`src/rtl/psram_arb_pkg.sv`:
```
// Shared types for the two-port PSRAM arbiter: FSM encoding, port count, port id.
package psram_arb_pkg;

  localparam int unsigned NUM_PORTS = 2;

  typedef logic [$clog2(NUM_PORTS)-1:0] port_id_t;

  typedef enum logic [2:0] {
    ST_IDLE,
    ST_ISSUE,
    ST_GUARD,
    ST_WAIT,
    ST_RESP
  } state_t;

endpackage

```
`src/rtl/psram_arbiter_if.sv`:
```
// Requester and memory-side signal bundle for psram_arbiter.
// slave = arbiter view, master = requesters plus memory device view.
interface psram_arbiter_if #(
  parameter int ADDR_W = 22,
  parameter int DATA_W = 16
);

  logic              p0_req;
  logic              p0_write;
  logic              p0_byte;
  logic [ADDR_W-1:0] p0_addr;
  logic [DATA_W-1:0] p0_wdata;
  logic              p0_done;
  logic              p0_err;
  logic [DATA_W-1:0] p0_rdata;

  logic              p1_req;
  logic              p1_write;
  logic              p1_byte;
  logic [ADDR_W-1:0] p1_addr;
  logic [DATA_W-1:0] p1_wdata;
  logic              p1_done;
  logic              p1_err;
  logic [DATA_W-1:0] p1_rdata;

  logic              mem_read;
  logic              mem_write;
  logic              mem_byte_write;
  logic [ADDR_W-1:0] mem_addr;
  logic [DATA_W-1:0] mem_din;
  logic [DATA_W-1:0] mem_dout;
  logic              mem_busy;

  modport slave (
    input  p0_req, p0_write, p0_byte, p0_addr, p0_wdata,
    input  p1_req, p1_write, p1_byte, p1_addr, p1_wdata,
    input  mem_dout, mem_busy,
    output p0_done, p0_err, p0_rdata,
    output p1_done, p1_err, p1_rdata,
    output mem_read, mem_write, mem_byte_write, mem_addr, mem_din
  );

  modport master (
    output p0_req, p0_write, p0_byte, p0_addr, p0_wdata,
    output p1_req, p1_write, p1_byte, p1_addr, p1_wdata,
    output mem_dout, mem_busy,
    input  p0_done, p0_err, p0_rdata,
    input  p1_done, p1_err, p1_rdata,
    input  mem_read, mem_write, mem_byte_write, mem_addr, mem_din
  );

endinterface

```
`src/rtl/psram_arb_pick.sv`:
```
// Grant selection between the two requesters.
// PSRAM_ARB_RR_EN: round-robin on contention; otherwise port 0 has fixed priority.
module psram_arb_pick
  import psram_arb_pkg::*;
(
  input  logic [NUM_PORTS-1:0] req,
  input  port_id_t             last,
  output logic                 valid,
  output port_id_t             id
);

  assign valid = |req;

`ifdef PSRAM_ARB_RR_EN
  always_comb begin
    if (&req) id = ~last;
    else      id = req[0] ? port_id_t'(0) : port_id_t'(1);
  end
`else
  logic unused_last;
  assign unused_last = ^last;
  assign id = req[0] ? port_id_t'(0) : port_id_t'(1);
`endif

endmodule

```
`src/rtl/psram_arbiter.sv`:
```
// Two-port PSRAM access arbiter: grant, one-cycle issue, guard, busy wait with timeout, done.
// Define PSRAM_ARB_RR_EN for round-robin arbitration (default build is fixed priority).
module psram_arbiter
  import psram_arb_pkg::*;
#(
  parameter int ADDR_W  = 22,
  parameter int DATA_W  = 16,
  parameter int TIMEOUT = 64
) (
  input logic            clk,
  input logic            resetn,
  psram_arbiter_if.slave bus
);

  localparam int CNT_W = $clog2(TIMEOUT + 1);

  state_t              state;
  port_id_t            gnt_id;
  logic                gnt_write;
  logic [ADDR_W-1:0]   gnt_addr;
  logic [DATA_W-1:0]   gnt_wdata;
  logic [CNT_W-1:0]    cnt;
  logic                mem_read_q;
  logic                mem_write_q;
  logic                mem_byte_q;
  logic [NUM_PORTS-1:0] done_q;
  logic [NUM_PORTS-1:0] err_q;
  logic [DATA_W-1:0]   rdata_q [NUM_PORTS];

  logic                pick_valid;
  port_id_t            pick_id;
  port_id_t            pick_last;
  logic                grant;
  logic                sel_write;
  logic                sel_byte;
  logic [ADDR_W-1:0]   sel_addr;
  logic [DATA_W-1:0]   sel_wdata;

  psram_arb_pick u_pick (
    .req   ({bus.p1_req, bus.p0_req}),
    .last  (pick_last),
    .valid (pick_valid),
    .id    (pick_id)
  );

  assign grant = pick_valid && !bus.mem_busy;

`ifdef PSRAM_ARB_RR_EN
  port_id_t last_q;

  always_ff @(posedge clk or negedge resetn) begin
    if (!resetn)                          last_q <= port_id_t'(1);
    else if (state == ST_IDLE && grant)   last_q <= pick_id;
  end

  assign pick_last = last_q;
`else
  assign pick_last = port_id_t'(1);
`endif

  always_comb begin
    if (pick_id == port_id_t'(1)) begin
      sel_write = bus.p1_write;
      sel_byte  = bus.p1_byte;
      sel_addr  = bus.p1_addr;
      sel_wdata = bus.p1_wdata;
    end else begin
      sel_write = bus.p0_write;
      sel_byte  = bus.p0_byte;
      sel_addr  = bus.p0_addr;
      sel_wdata = bus.p0_wdata;
    end
  end

  // Strobes and done/err default low each cycle, so every pulse is one cycle wide.
  always_ff @(posedge clk or negedge resetn) begin
    if (!resetn) begin
      state       <= ST_IDLE;
      gnt_id      <= '0;
      gnt_write   <= 1'b0;
      gnt_addr    <= '0;
      gnt_wdata   <= '0;
      cnt         <= '0;
      mem_read_q  <= 1'b0;
      mem_write_q <= 1'b0;
      mem_byte_q  <= 1'b0;
      done_q      <= '0;
      err_q       <= '0;
      for (int unsigned i = 0; i < NUM_PORTS; i++) rdata_q[i] <= '0;
    end else begin
      mem_read_q  <= 1'b0;
      mem_write_q <= 1'b0;
      mem_byte_q  <= 1'b0;
      done_q      <= '0;
      err_q       <= '0;
      case (state)
        ST_IDLE: begin
          if (grant) begin
            gnt_id      <= pick_id;
            gnt_write   <= sel_write;
            gnt_addr    <= sel_addr;
            gnt_wdata   <= sel_wdata;
            mem_write_q <= sel_write;
            mem_read_q  <= !sel_write;
            mem_byte_q  <= sel_byte;
            state       <= ST_ISSUE;
          end
        end
        ST_ISSUE: state <= ST_GUARD;
        ST_GUARD: begin
          cnt   <= '0;
          state <= ST_WAIT;
        end
        ST_WAIT: begin
          if (!bus.mem_busy) begin
            if (!gnt_write) rdata_q[gnt_id] <= bus.mem_dout;
            done_q[gnt_id] <= 1'b1;
            state          <= ST_RESP;
          end else if (cnt == CNT_W'(TIMEOUT - 1)) begin
            done_q[gnt_id] <= 1'b1;
            err_q[gnt_id]  <= 1'b1;
            state          <= ST_RESP;
          end else begin
            cnt <= cnt + CNT_W'(1);
          end
        end
        ST_RESP: state <= ST_IDLE;
        default: state <= ST_IDLE;
      endcase
    end
  end

  assign bus.mem_read       = mem_read_q;
  assign bus.mem_write      = mem_write_q;
  assign bus.mem_byte_write = mem_byte_q;
  assign bus.mem_addr       = gnt_addr;
  assign bus.mem_din        = gnt_wdata;
  assign bus.p0_done        = done_q[0];
  assign bus.p0_err         = err_q[0];
  assign bus.p0_rdata       = rdata_q[0];
  assign bus.p1_done        = done_q[1];
  assign bus.p1_err         = err_q[1];
  assign bus.p1_rdata       = rdata_q[1];

endmodule

```
`src/flat_wrapper.sv`:
```
// flat-port wrapper written by rule: the top's interface ports become plain ports
module psram_arbiter_flat import psram_arb_pkg::*;
#(
  parameter int ADDR_W  = 22,
  parameter int DATA_W  = 16,
  parameter int TIMEOUT = 64
)
  (clk, resetn, bus_p0_req, bus_p0_write, bus_p0_byte, bus_p0_addr, bus_p0_wdata, bus_p1_req, bus_p1_write, bus_p1_byte, bus_p1_addr, bus_p1_wdata, bus_mem_dout, bus_mem_busy, bus_p0_done, bus_p0_err, bus_p0_rdata, bus_p1_done, bus_p1_err, bus_p1_rdata, bus_mem_read, bus_mem_write, bus_mem_byte_write, bus_mem_addr, bus_mem_din);
  psram_arbiter_if #(.ADDR_W(ADDR_W), .DATA_W(DATA_W)) bus_i ();
  input logic clk;
  input logic resetn;
  input wire logic [$bits(bus_i.p0_req)-1:0] bus_p0_req;
  input wire logic [$bits(bus_i.p0_write)-1:0] bus_p0_write;
  input wire logic [$bits(bus_i.p0_byte)-1:0] bus_p0_byte;
  input wire logic [$bits(bus_i.p0_addr)-1:0] bus_p0_addr;
  input wire logic [$bits(bus_i.p0_wdata)-1:0] bus_p0_wdata;
  input wire logic [$bits(bus_i.p1_req)-1:0] bus_p1_req;
  input wire logic [$bits(bus_i.p1_write)-1:0] bus_p1_write;
  input wire logic [$bits(bus_i.p1_byte)-1:0] bus_p1_byte;
  input wire logic [$bits(bus_i.p1_addr)-1:0] bus_p1_addr;
  input wire logic [$bits(bus_i.p1_wdata)-1:0] bus_p1_wdata;
  input wire logic [$bits(bus_i.mem_dout)-1:0] bus_mem_dout;
  input wire logic [$bits(bus_i.mem_busy)-1:0] bus_mem_busy;
  output wire logic [$bits(bus_i.p0_done)-1:0] bus_p0_done;
  output wire logic [$bits(bus_i.p0_err)-1:0] bus_p0_err;
  output wire logic [$bits(bus_i.p0_rdata)-1:0] bus_p0_rdata;
  output wire logic [$bits(bus_i.p1_done)-1:0] bus_p1_done;
  output wire logic [$bits(bus_i.p1_err)-1:0] bus_p1_err;
  output wire logic [$bits(bus_i.p1_rdata)-1:0] bus_p1_rdata;
  output wire logic [$bits(bus_i.mem_read)-1:0] bus_mem_read;
  output wire logic [$bits(bus_i.mem_write)-1:0] bus_mem_write;
  output wire logic [$bits(bus_i.mem_byte_write)-1:0] bus_mem_byte_write;
  output wire logic [$bits(bus_i.mem_addr)-1:0] bus_mem_addr;
  output wire logic [$bits(bus_i.mem_din)-1:0] bus_mem_din;
  assign bus_i.p0_req = bus_p0_req;
  assign bus_i.p0_write = bus_p0_write;
  assign bus_i.p0_byte = bus_p0_byte;
  assign bus_i.p0_addr = bus_p0_addr;
  assign bus_i.p0_wdata = bus_p0_wdata;
  assign bus_i.p1_req = bus_p1_req;
  assign bus_i.p1_write = bus_p1_write;
  assign bus_i.p1_byte = bus_p1_byte;
  assign bus_i.p1_addr = bus_p1_addr;
  assign bus_i.p1_wdata = bus_p1_wdata;
  assign bus_i.mem_dout = bus_mem_dout;
  assign bus_i.mem_busy = bus_mem_busy;
  assign bus_p0_done = bus_i.p0_done;
  assign bus_p0_err = bus_i.p0_err;
  assign bus_p0_rdata = bus_i.p0_rdata;
  assign bus_p1_done = bus_i.p1_done;
  assign bus_p1_err = bus_i.p1_err;
  assign bus_p1_rdata = bus_i.p1_rdata;
  assign bus_mem_read = bus_i.mem_read;
  assign bus_mem_write = bus_i.mem_write;
  assign bus_mem_byte_write = bus_i.mem_byte_write;
  assign bus_mem_addr = bus_i.mem_addr;
  assign bus_mem_din = bus_i.mem_din;
  psram_arbiter #(.ADDR_W(ADDR_W), .DATA_W(DATA_W), .TIMEOUT(TIMEOUT)) u_core (.clk(clk), .resetn(resetn), .bus(bus_i));
endmodule
```
`config.mk`:
```
export PLATFORM = sky130hd
export DESIGN_NAME = psram_arbiter_flat
export DESIGN_NICKNAME = d
export VERILOG_FILES = /design/src/rtl/psram_arb_pkg.sv /design/src/rtl/psram_arbiter_if.sv /design/src/rtl/psram_arb_pick.sv /design/src/rtl/psram_arbiter.sv /design/src/flat_wrapper.sv
export SDC_FILE = /design/constraint.sdc
export NUM_CORES = 1
export LEC_CHECK = 0
export CORE_UTILIZATION = 35
export CTS_CLUSTER_SIZE = 24
export DETAILED_ROUTE_END_ITERATION = 12
export PLACE_DENSITY = 0.67
export REMOVE_ABC_BUFFERS = 1
export SKIP_CTS_REPAIR_TIMING = 1
export SYNTH_ARGS = -nofsm -noshare
export SYNTH_HDL_FRONTEND = slang
export SYNTH_SLANG_ARGS = --single-unit
export TNS_END_PERCENT = 20
```
`constraint.sdc`:
```
create_clock -name clk -period 2.2 [get_ports clk]
set_clock_uncertainty 0.15 [all_clocks]
set_input_delay 0.44 -clock clk [delete_from_list [all_inputs] [get_ports clk]]
set_output_delay 0.44 -clock clk [all_outputs]
set_load 0.02 [all_outputs]
```
[Word level (Yosys, flattened, before mapping)]
Index checks and enable logic that the tools add are counted.
Operators by class
  add/sub/neg operators: 1
  $mul: 0
  divide/modulo/power cells: 0
  order comparisons: 4
  equal/unequal tests: 8
  shift-type cells: 0
  muxes and demuxes: 28
  bitwise operators: 3
  reductions and logical operators: 12
Operator list (count)
  $bwmux 32: 1
  $mux 16: 2
  $mux 22: 1
  $demux 16 s1: 1
  $mux 7: 2
  $pmux 7 s2: 1
  $pmux 3 s4: 1
  $mux 1: 10
  $mux 2: 5
  $mux 3: 3
  $add 7x1->7 const B: 1
  $eq 7x6->1 const B: 1
  $eq 3x2->1 const B: 2
  $reduce_and 3->1: 2
  $ne 2x2->1 const B: 2
  $reduce_and 2->1: 2
  $eq 3x1->1 const B: 1
  $logic_and 1x1->1: 3
  $logic_not 3->1: 1
  $ne 3x2->1 const B: 1
  $ge 2x2->1 const B: 1
  $logic_not 1->1: 2
  $lt 1x2->1 const B: 1
  $lt 2x1->1 const B: 1
  7 further kinds: 8
Storage, ports and cells
  register bits after elaboration: 89
  latch bits: 0
  memory bits (writable): 0
  ROM bits: 0
  output and inout bits: 77
  memories: 0

[Longest topological paths before layout]
  depth in word-level cells: 7
  depth in mapped cells: 6
  mapped depth without buffers: 4

[Hierarchy]
From an unflattened synthesis, not the netlist that was laid out.
Unflattened totals
  cells, all modules: 318
  area total of the unflattened synthesis: 3841.2 um2
Modules (own cells, without submodules)
  psram_arbiter: times used 1, cells an instance 316, area an instance 3831.2 um2
  psram_arb_pick: times used 1, cells an instance 2, area an instance 10.0 um2

[Least setup slack after synthesis]
OpenSTA, ideal clock, no wires.
  path type: input -> register
  start point: input port bus_p0_req
  end point: register u_core.gnt_addr[0], in the netlist u_core.bus.mem_addr[0]
  setup time: 0.125 ns
  arrival time: 1.631 ns
  data required time: 1.925 ns
  slack: 0.294 ns
  stages on the path: 5
  buffers on the path: 2
  cell sequence: clkbuf_1 -> o21bai_1 -> nor4_1 -> buf_2 -> mux2_2
Between the ends
  longest elaborated chain between the ends: 3
Ends and longest elaborated chain
  from (decl): line flat_wrapper.sv:12  | input wire logic [$bits(bus_i.p0_req)-1:0] bus_p0_req;
  $reduce_or 2->1: line psram_arb_pick.sv:12  | assign valid = |req;
  $logic_and 1x1->1: line psram_arbiter.sv:46  | assign grant = pick_valid && !bus.mem_busy;
  $reduce_and 2->1 (no source line)
  to (signal assigned): line psram_arbiter.sv:101  | gnt_addr <= sel_addr;
  to (decl): line psram_arbiter.sv:20  | logic [ADDR_W-1:0] gnt_addr;
Several ways; a longest one is shown, not always the timed one.
A chain may end at the register's enable or synchronous reset.

[Final worst setup path]
  start point: input port bus_mem_busy
  end point: register u_core.rdata_q, in the netlist u_core.bus.p0_rdata[12]
Between the ends
  longest elaborated chain between the ends: 2
Ends and longest elaborated chain
  from (decl): line flat_wrapper.sv:23  | input wire logic [$bits(bus_i.mem_busy)-1:0] bus_mem_busy;
  $not 1->1 (no source line)
  $reduce_and 3->1 (no source line)
  to (signal, indexed assignment): line psram_arbiter.sv:116  | if (!gnt_write) rdata_q[gnt_id] <= bus.mem_dout;
  to (decl): line psram_arbiter.sv:28  | logic [DATA_W-1:0] rdata_q [NUM_PORTS];
Every way passes these cells.

==> qor.yml <==
worst_setup_path:
  timing_worst_setup_path_type: "in -> reg"
  worstPathMaxFanout: 16
  timing.critical_path.from_type: "primary input"
  cp_data_arrival_time_ns: 2.10
  type_of_destination_of_the_critical_path: "flip-flop"
  worstPathRequired_ns: 2.26
floorplanning:
  core_area_um2: 11000
  fp-row-count: 38
  floorplan.initialDensity: 0.366
  num_io_pins: 178
  fp.dieW_um: 109
  die-height_um: 109
  die-area_um2: 12000
min_path:
  min-delay-path-class: "in -> reg"
place:
  place_hpwl_mm: 7.23
  buffer_ports.inserted: 177
  gp_congestion: 0.822
  dp_cells: 585
  placedInstanceArea_um2: 6040
clocking:
  htree_num_levels: 3
  clk-insertion-delay-late_ns: 0.32
  tritoncts_sinks: 89
  cts.reportedPaths.clkPinSlew_ns: 0.06
  clock_path_buffers: 2
  cts_tree: "built"
  cts_root_buffer: "clkbuf_16"
  cts-buffers-inserted: 9
cells_and_area:
  flow.area_growth_from_synthesis_pct: 57.9
  fin_nets: 559
  fin_area_um2: 6380
  final_cell_count_no_fill: 602
  antenna_cells: 0
  fin_util: 0.578
  post_route_cells_drive_above_1_share: 0.292
synthesis:
  yosys.area_share.simple: 0.0514
  synth_ff_type: "dfrtp_1"
  ys_seq_area_frac: 0.551
  most_used_standard_cell_by_instance_count_after_synthesis: "dfrtp_1"
  ys_seq_elements: 89
  postSynthAreaPerCell_um2: 14.6
  ys_top_cells_by_count: "89 x dfrtp_1, 86 x mux2_2, 20 x mux2_4"
  synthArstFlopShare: 1.00
  main_combinational_cell_family_by_area_after_synthesis: "multiplexers"
  synth-compound-area-share: 0.0396
  syn-cell-area_um2: 4040
  synthTopCellsByArea: "dfrtp_1 55%, mux2_2 24%, mux2_4 7.4%, mux2_1 1.1%, buf_2 0.87%"
  synth.distinct_cells: 38
  synth-edff-count: 0
  post_synth_fa_ha_maj_area_fraction: 0.00310
  post_synth_mux_area_share: 0.330
  cell_type_with_the_largest_total_area_after_synthesis: "dfrtp_1"
  syn_inst: 276
  synth_xor_area_frac: 0
  yosysWarnings: 0
  share_of_the_synthesized_area_in_the_top_cell_type: 0.551
power:
  power.density_nw_per_um2: 1300
  power_frac_clock: 0.199
  psw_uw: 2760
  cellInternalPower_uw: 5550
  total_power_uw: 8310
  leakagePower_uw: 0.00271
  p_comb_frac: 0.463
  ir_drop_v: 0.000704
  switching_share_of_total_power: 0.332
  power_frac_seq: 0.337
global_routing:
  number_of_global_route_vias_before_repair: 3027
  initial_antenna_violation_count: 1
  globalRouteOverflowTotal: 0
  grt_util_all_layers: 0.162
  global_route_wire_length_before_repair_mm: 14.9
  grt_start_max_net_pins: 46
sta:
  rsz0062_at_grt: "false"
  ratio_of_final_minimum_period_to_clock_period: 0.929
  final-hold-violation-count: 0
  timing.final.max_slew_violations: 0
  maxSlewHeadroom: 0.649
  worst-slew-pin-transition_ns: 0.513
  clock.fmax_mhz: 489
  setup-violations-final: 0
  final.min_clock_period_ns: 2.04
  worst_case_hold_slack_ns: 0.239
job:
  cap_violations: 0
route:
  detailedRoute.firstIterationViolations: 72
  drt_wl_total_mm: 9.68
  drtPass1Iterations: 4
  vias_per_cell: 4.83
  drc: 0
  routed-via-count: 2906
  wl_per_cell_um: 16.1
  ant_nets: 0
status:
  status: "complete, no violations"
==> layout by cell type (no fill, tap or decap), types with 4 or more instances in the layout <==
cell / n
mux2_1: 4
or4_1: 4
clkbuf_16: 9
mux2_2: 86
clkdlybuf4s50_1: 175
nor2_1: 4
and2_1: 4
nand2_1: 5
dfrtp_1: 89
mux2_4: 20
buf_12: 6
buf_4: 4
==> stage by stage <==
step / setup TNS, ns / setup slack (ns)
CTS: 0 / 0.168
finish: 0 / 0.156
global placement: -9.81 / -0.149
floorplan: -119.31 / -3.00
global route: 0 / 0.0547
detailed placement: -10.79 / -0.177
==> state kept, by name, indices dropped and copies added, names as in the netlist <==
| register | count |
|---|---|
| u_core.bus.mem_addr | 22 |
| u_core.bus.mem_byte_write | 1 |
| u_core.bus.mem_din | 16 |
| u_core.bus.mem_read | 1 |
| u_core.bus.mem_write | 1 |
| u_core.bus.p0_rdata | 16 |
| u_core.bus.p1_rdata | 16 |
| u_core.cnt | 7 |
| u_core.done_q | 2 |
| u_core.err_q | 2 |
| u_core.gnt_id | 1 |
| u_core.gnt_write | 1 |
| u_core.state | 3 |
==> cells by family after synthesis <==
logic type | Yosys count
multiplexers | 112
flip-flops | 89
AND/OR/NAND/NOR | 33
AO/OA/AOI/OAI | 21
buffers and inverters | 20
adder cells (fa/ha/maj) | 1
==> area by class of cell <==
| cell class | count | area, um^2 |
|---|---|---|
| clock buffer | 10 | 239 |
| clock inverter | 6 | 90.1 |
| fill | 906 | 4650 |
| inverter | 3 | 11.3 |
| multi-input combinational | 167 | 1720 |
| sequential | 89 | 2230 |
| tap | 140 | 175 |
| timing repair buffer | 187 | 1920 |
==> worst max-delay path, stage by stage <==
cell and delay, ns:
clkdlybuf4s50_1 0.53, or4_1 0.62, buf_12 0.19, mux2_4 0.30
==> power groups by stage <==
stage	clock network (uW)	logic, uW	registers [uW]
5_1_grt	1760	4090	2910
2_1_floorplan	0	1140	3610
4_1_cts	1710	3900	2810
3_5_place_dp	0	3890	2830
6_report	1660	3850	2800
3_3_place_gp	0	3820	2800
==> path summary, 6_finish.rpt <==
check / to / cells past startpoint / start / slack (ns)
worst max-delay path: u_core.bus.p0_rdata[12] / 4 / bus_mem_busy / 0.16
worst min-delay path: u_core.gnt_id / 2 / bus_p0_req / 0.24
worst max register to register: u_core.cnt[5] / 4 / u_core.cnt[0] / 0.21
worst min register to register: u_core.done_q[0] / 1 / u_core.gnt_id / 0.34
max in group asynchronous: u_core.bus.mem_din[6] / 3 / resetn / 0.80
min in group asynchronous: u_core.bus.mem_addr[3] / 2 / resetn / 0.47
==> metal layers <==
metal  global-route usage  part of all wire  vias up
li1                     -                 -     1378
met1                0.194              0.40     1396
met2                0.282              0.49      121
met3               0.0498              0.10        9
met4               0.0429            0.0074        2
met5                    0            0.0013        -
(Power assumes the default switching activity.)
